### src/rtl/alu_cmd_port.sv
// Byte-serial command front end for the 8-bit alu: collects {select, A, B} frames,
// runs the ALU from registered operands and returns a registered result with a valid pulse.

module alu (
  input  logic [7:0] A,
  input  logic [7:0] B,
  input  logic [3:0] ALU_Sel,
  output logic [7:0] ALU_Out,
  output logic       CarryOut
);
  logic [8:0] sum;

  assign sum      = {1'b0, A} + {1'b0, B};
  assign CarryOut = sum[8];

  // Division by zero returns all ones rather than an undefined value.
  always_comb begin
    ALU_Out = 8'h00;
    case (ALU_Sel)
      4'h0: ALU_Out = sum[7:0];
      4'h1: ALU_Out = A - B;
      4'h2: ALU_Out = A * B;
      4'h3: ALU_Out = (B == 8'h00) ? 8'hFF : A / B;
      4'h4: ALU_Out = A << 1;
      4'h5: ALU_Out = A >> 1;
      4'h6: ALU_Out = {A[6:0], A[7]};
      4'h7: ALU_Out = {A[0], A[7:1]};
      4'h8: ALU_Out = A & B;
      4'h9: ALU_Out = A | B;
      4'hA: ALU_Out = A ^ B;
      4'hB: ALU_Out = ~(A | B);
      4'hC: ALU_Out = ~(A & B);
      4'hD: ALU_Out = ~(A ^ B);
      4'hE: ALU_Out = (A > B) ? 8'h01 : 8'h00;
      4'hF: ALU_Out = (A == B) ? 8'h01 : 8'h00;
      default: ALU_Out = 8'h00;
    endcase
  end
endmodule

module alu_cmd_port #(
  parameter int TIMEOUT = 16
) (
  input  logic       clk,
  input  logic       reset,
  input  logic [7:0] din,
  input  logic       din_valid,
  output logic [7:0] dout,
  output logic       carry_out,
  output logic       dout_valid,
  output logic       busy,
  output logic       err
);
  localparam int TW = (TIMEOUT < 1) ? 1 : $clog2(TIMEOUT + 1);
  localparam logic [TW-1:0] TO_LAST = TW'((TIMEOUT > 0) ? TIMEOUT - 1 : 0);

  typedef enum logic [2:0] {IDLE, GET_A, GET_B, EXEC, RESP} state_t;

  state_t        state_q, state_d;
  logic [3:0]    sel_q, sel_d;
  logic [7:0]    a_q, a_d, b_q, b_d;
  logic          chain_q, chain_d;
  logic [TW-1:0] to_cnt_q, to_cnt_d;
  logic [7:0]    dout_q, dout_d;
  logic          carry_q, carry_d;
  logic          err_q, err_d;
  logic [7:0]    alu_out;
  logic          alu_carry;
  logic          accept;
  logic          timeout_hit;
  logic          unused_rsvd;

  assign unused_rsvd = ^din[7:5];

  alu u_alu (
    .A        (a_q),
    .B        (b_q),
    .ALU_Sel  (sel_q),
    .ALU_Out  (alu_out),
    .CarryOut (alu_carry)
  );

  assign busy        = (state_q == EXEC) || (state_q == RESP);
  assign dout_valid  = (state_q == RESP);
  assign err         = err_q;
  assign dout        = dout_q;
  assign carry_out   = carry_q;
  assign accept      = din_valid && !busy;
  // Abort on the edge that ends the TIMEOUT-th consecutive idle cycle.
  assign timeout_hit = (TIMEOUT != 0) && !din_valid && (to_cnt_q == TO_LAST);

  always_comb begin
    state_d  = state_q;
    sel_d    = sel_q;
    a_d      = a_q;
    b_d      = b_q;
    chain_d  = chain_q;
    to_cnt_d = '0;
    dout_d   = dout_q;
    carry_d  = carry_q;
    err_d    = 1'b0;
    case (state_q)
      IDLE: begin
        if (accept) begin
          sel_d   = din[3:0];
          chain_d = din[4];
          if (din[4]) begin
            a_d     = dout_q;
            state_d = GET_B;
          end else begin
            state_d = GET_A;
          end
        end
      end
      GET_A, GET_B: begin
        if (accept) begin
          if (state_q == GET_A) begin
            a_d     = din;
            state_d = GET_B;
          end else begin
            b_d     = din;
            state_d = EXEC;
          end
        end else if (timeout_hit) begin
          err_d   = 1'b1;
          state_d = IDLE;
        end else if (TIMEOUT != 0) begin
          to_cnt_d = to_cnt_q + TW'(1);
        end
      end
      EXEC: begin
        dout_d  = alu_out;
        carry_d = alu_carry;
        state_d = RESP;
      end
      RESP:    state_d = IDLE;
      default: state_d = IDLE;
    endcase
  end

  always_ff @(posedge clk) begin
    if (reset) begin
      state_q  <= IDLE;
      sel_q    <= 4'h0;
      a_q      <= 8'h00;
      b_q      <= 8'h00;
      chain_q  <= 1'b0;
      to_cnt_q <= '0;
      dout_q   <= 8'h00;
      carry_q  <= 1'b0;
      err_q    <= 1'b0;
    end else begin
      state_q  <= state_d;
      sel_q    <= sel_d;
      a_q      <= a_d;
      b_q      <= b_d;
      chain_q  <= chain_d;
      to_cnt_q <= to_cnt_d;
      dout_q   <= dout_d;
      carry_q  <= carry_d;
      err_q    <= err_d;
    end
  end
endmodule

### config.mk
export PLATFORM = sky130hd
export DESIGN_NAME = alu_cmd_port
export DESIGN_NICKNAME = d
export VERILOG_FILES = /design/src/rtl/alu_cmd_port.sv
export SDC_FILE = /design/constraint.sdc
export NUM_CORES = 1
export LEC_CHECK = 0
export CAP_MARGIN = 20
export CORE_ASPECT_RATIO = 0.8
export CORE_MARGIN = 3
export CORE_UTILIZATION = 31
export CTS_CLUSTER_DIAMETER = 30
export DETAILED_ROUTE_END_ITERATION = 7
export SLEW_MARGIN = 10
export SYNTH_ARGS = -nofsm -noshare
export SYNTH_HDL_FRONTEND = slang
export SYNTH_SLANG_ARGS = --single-unit
### constraint.sdc
create_clock -name clk -period 23.5 [get_ports clk]
set_input_delay 3.525 -clock clk [delete_from_list [all_inputs] [get_ports clk]]
set_output_delay 3.525 -clock clk [all_outputs]
set_load 0.02 [all_outputs]
==> results.py <==
metrics = {
    "outcome": {
        "status": "finished clean",
    },
    "detailed_routing": {
        "wl_met2_mm": 6.98,
        "dr.pass1.iters": 5,
        "wl_met1_mm": 8.63,
        "top_layer_used": "met4",
        "viasPerCell": 5.54,
        "drt_iter0_drc": 744,
        "routed_wire_length_per_instance_um": 17.9,
        "postRouteAntennaNets": 0,
        "routed_wl_mm": 17.5,
        "num_vias": 5420,
        "wl_met3_mm": 1.80,
        "drcViolationCount": 0,
    },
    "synthesis": {
        "syn_area_sq_um": 5550,
        "yosys_warnings": 0,
        "synthArstFlopShare_pct": 0,
        "synthCells": 745,
        "ys.flop_type": "dfxtp_1",
        "synth_area_per_cell_sq_um": 7.45,
        "ys_seq_elements": 38,
        "synth_nets": 851,
        "yosysSeqAreaShare_pct": 13.7,
        "yosysUniqueCellTypes": 68,
        "synth_edf_count": 0,
    },
    "critical_path": {
        "worstPathMaxFanout": 13,
        "critical_path.top_delay_family": "compound AO/OA/AOI/OAI gates",
        "start_kind": "register",
        "cp-end-kind": "register",
        "arrival_ns": 12.07,
        "cpMostUsedCell": "ha_1",
        "required_ns": 23.67,
        "path_class": "register to register",
        "critical-path-max-stage-delay_ns": 0.79,
        "cp.buffers_inverters": 2,
        "slowest_stage": "a21oi_1",
    },
    "placement": {
        "port_buffers": 22,
        "dp_hpwl_mm": 13.4,
        "place_congestion": 0.954,
        "place_area_sq_um": 6000,
    },
    "cts": {
        "postCtsSetupRepairBufs": 0,
        "clk_latency_ns": 0.29,
        "cts_hold_buf": 0,
        "h-tree-depth": 2,
        "cts_tree": "built",
        "cts_resized": 0,
        "cts.clk_slew.worst_paths_ns": 0.06,
        "cts-root-buf": "clkbuf_16",
        "cts_buffers": 5,
        "clock-sinks": 38,
        "ctsLongestPathBuffers": 2,
    },
    "floorplan": {
        "floorplan.initialDensity_pct": 31.8,
        "die_y_um": 126,
        "num_rows": 43,
        "pin_count": 23,
        "dieArea_sq_um": 19600,
        "core-area_sq_um": 17400,
        "die_w_um": 156,
    },
    "worst_hold_path": {
        "worstHoldPathType": "register to register",
    },
    "sta": {
        "slew_headroom_pct": 22.4,
        "fin_crit_sh_pct": 50.7,
        "rsz0062_at_grt": "false",
        "skew_ns": 0.00627,
        "finalHoldViolCount": 0,
        "worstMarginPinSlew_ns": 1.16,
        "tns_ns": 0,
        "setup-violations-final": 0,
        "max_freq_mhz": 84.0,
        "layout_min_cycle_time_ns": 11.90,
        "slew_viol_final": 0,
    },
    "final_layout": {
        "nNetsFinal": 858,
        "drive_gt1_share_pct": 4.65,
        "area_growth_pct": 10.8,
        "final_common_cell": "nor2_1",
        "finalInstanceArea_sq_um": 6150,
        "final_cell_mix": "95 x nor2_1, 81 x ha_1, 63 x inv_1, 60 x nand2_1, 51 x a21oi_1",
        "num-fill-cells": 1838,
        "num_antenna_cells": 0,
    },
    "global_routing": {
        "grt_max_degree": 36,
        "antenna_found_initial": 0,
        "overflow": 0,
        "grt_use_total_pct": 17.5,
        "grt_pass1_wl_mm": 27.5,
        "grt_pass1_vias": 4884,
    },
    "job": {
        "cap_viol_max_count": 0,
    },
}
==> stage by stage <==
stage	hold WS, ns	setup WS, ns	utilization, %	instances
2_1_floorplan	0.418	13.20	-	745
6_report	0.448	11.60	35.3	978
3_5_place_dp	0.439	11.77	34.4	970
3_3_place_gp	0.429	12.00	34.4	970
5_1_grt	0.489	10.57	35.3	978
4_1_cts	0.452	11.70	35.3	978
==> logic make-up after synthesis <==
logic type,synth area share [%]
XOR/XNOR,6.47
adder cells (fa/ha/maj),23.3
AND/OR/NAND/NOR,20.8
flip-flops,13.7
AO/OA/AOI/OAI,23.6
multiplexers,5.70
buffers and inverters,6.42
==> state kept, by name, indices dropped and copies added (netlist names) <==
register	flops
dout	8
to_cnt_q	5
err	1
a_q	8
b_q	8
carry_out	1
state_q	3
sel_q	4
==> cells in the mapped netlist (all sizes together) (3+ instances only) <==
cell type / count / area [sq um]
o21a: 12 / 90.1
or2: 3 / 18.8
o21ai: 40 / 204
o22ai: 10 / 62.6
a221oi: 5 / 43.8
inv: 63 / 236
buf: 4 / 18.8
or3: 6 / 42.5
nor2: 95 / 357
and2: 7 / 43.8
ha: 81 / 1010
a2111oi: 3 / 26.3
mux2: 5 / 56.3
o21bai: 6 / 45.0
o221ai: 3 / 26.3
and3: 6 / 37.5
nor4: 7 / 58.8
nand3: 16 / 85.1
dfxtp: 38 / 761
xnor2: 28 / 245
a31oi: 4 / 25.0
fa: 14 / 280
nor2b: 10 / 62.6
a21oi: 52 / 264
a21boi: 5 / 37.5
a21o: 11 / 82.6
a311oi: 4 / 35.0
nand2: 60 / 225
nor3: 20 / 105
clkbuf: 27 / 101
nand2b: 8 / 50.1
mux2i: 26 / 260
o211ai: 7 / 52.6
xor2: 13 / 114
a211oi: 14 / 105
==> worst register-to-register path: cells and delay by family (launching register included) <==
kind | cells | cell delay [ns]
AO/OA/AOI/OAI | 26 | 5.55
AND/OR/NAND/NOR | 10 | 2.73
adder cells (fa/ha/maj) | 7 | 2.03
multiplexers | 2 | 0.58
buffers and inverters | 2 | 0.57
flip-flops | 1 | 0.35
==> final timing paths <==
path | slack (ns) | start | cells past startpoint | endpoint
setup / recovery | 11.60 | b_q[3] | 47 | dout[0]
hold / removal | 0.45 | to_cnt_q[0] | 1 | to_cnt_q[0]
setup reg to reg | 11.60 | b_q[3] | 47 | dout[0]
hold reg to reg | 0.45 | to_cnt_q[0] | 1 | to_cnt_q[0]
==> area by class of cell <==
type	instances	area [sq um]	area share (%)
Multi-Input combinational cell	613	4430	72.1
Sequential cell	38	761	12.4
Timing Repair Buffer	31	288	4.68
Tap cell	225	282	4.58
Inverter	63	236	3.84
Clock buffer	6	139	2.26
Clock inverter	2	12.5	0.203
==> layer usage <==
layer / track usage (%) / vias to the layer above
met1: 28.0 / 2496
met5: 0 / -
met3: 3.47 / 13
met4: 2.42 / 0
li1: - / 2652
met2: 24.3 / 259
Power is not shown: default switching activity piles up to over one toggle a cycle in this logic, so the estimate is an artifact.
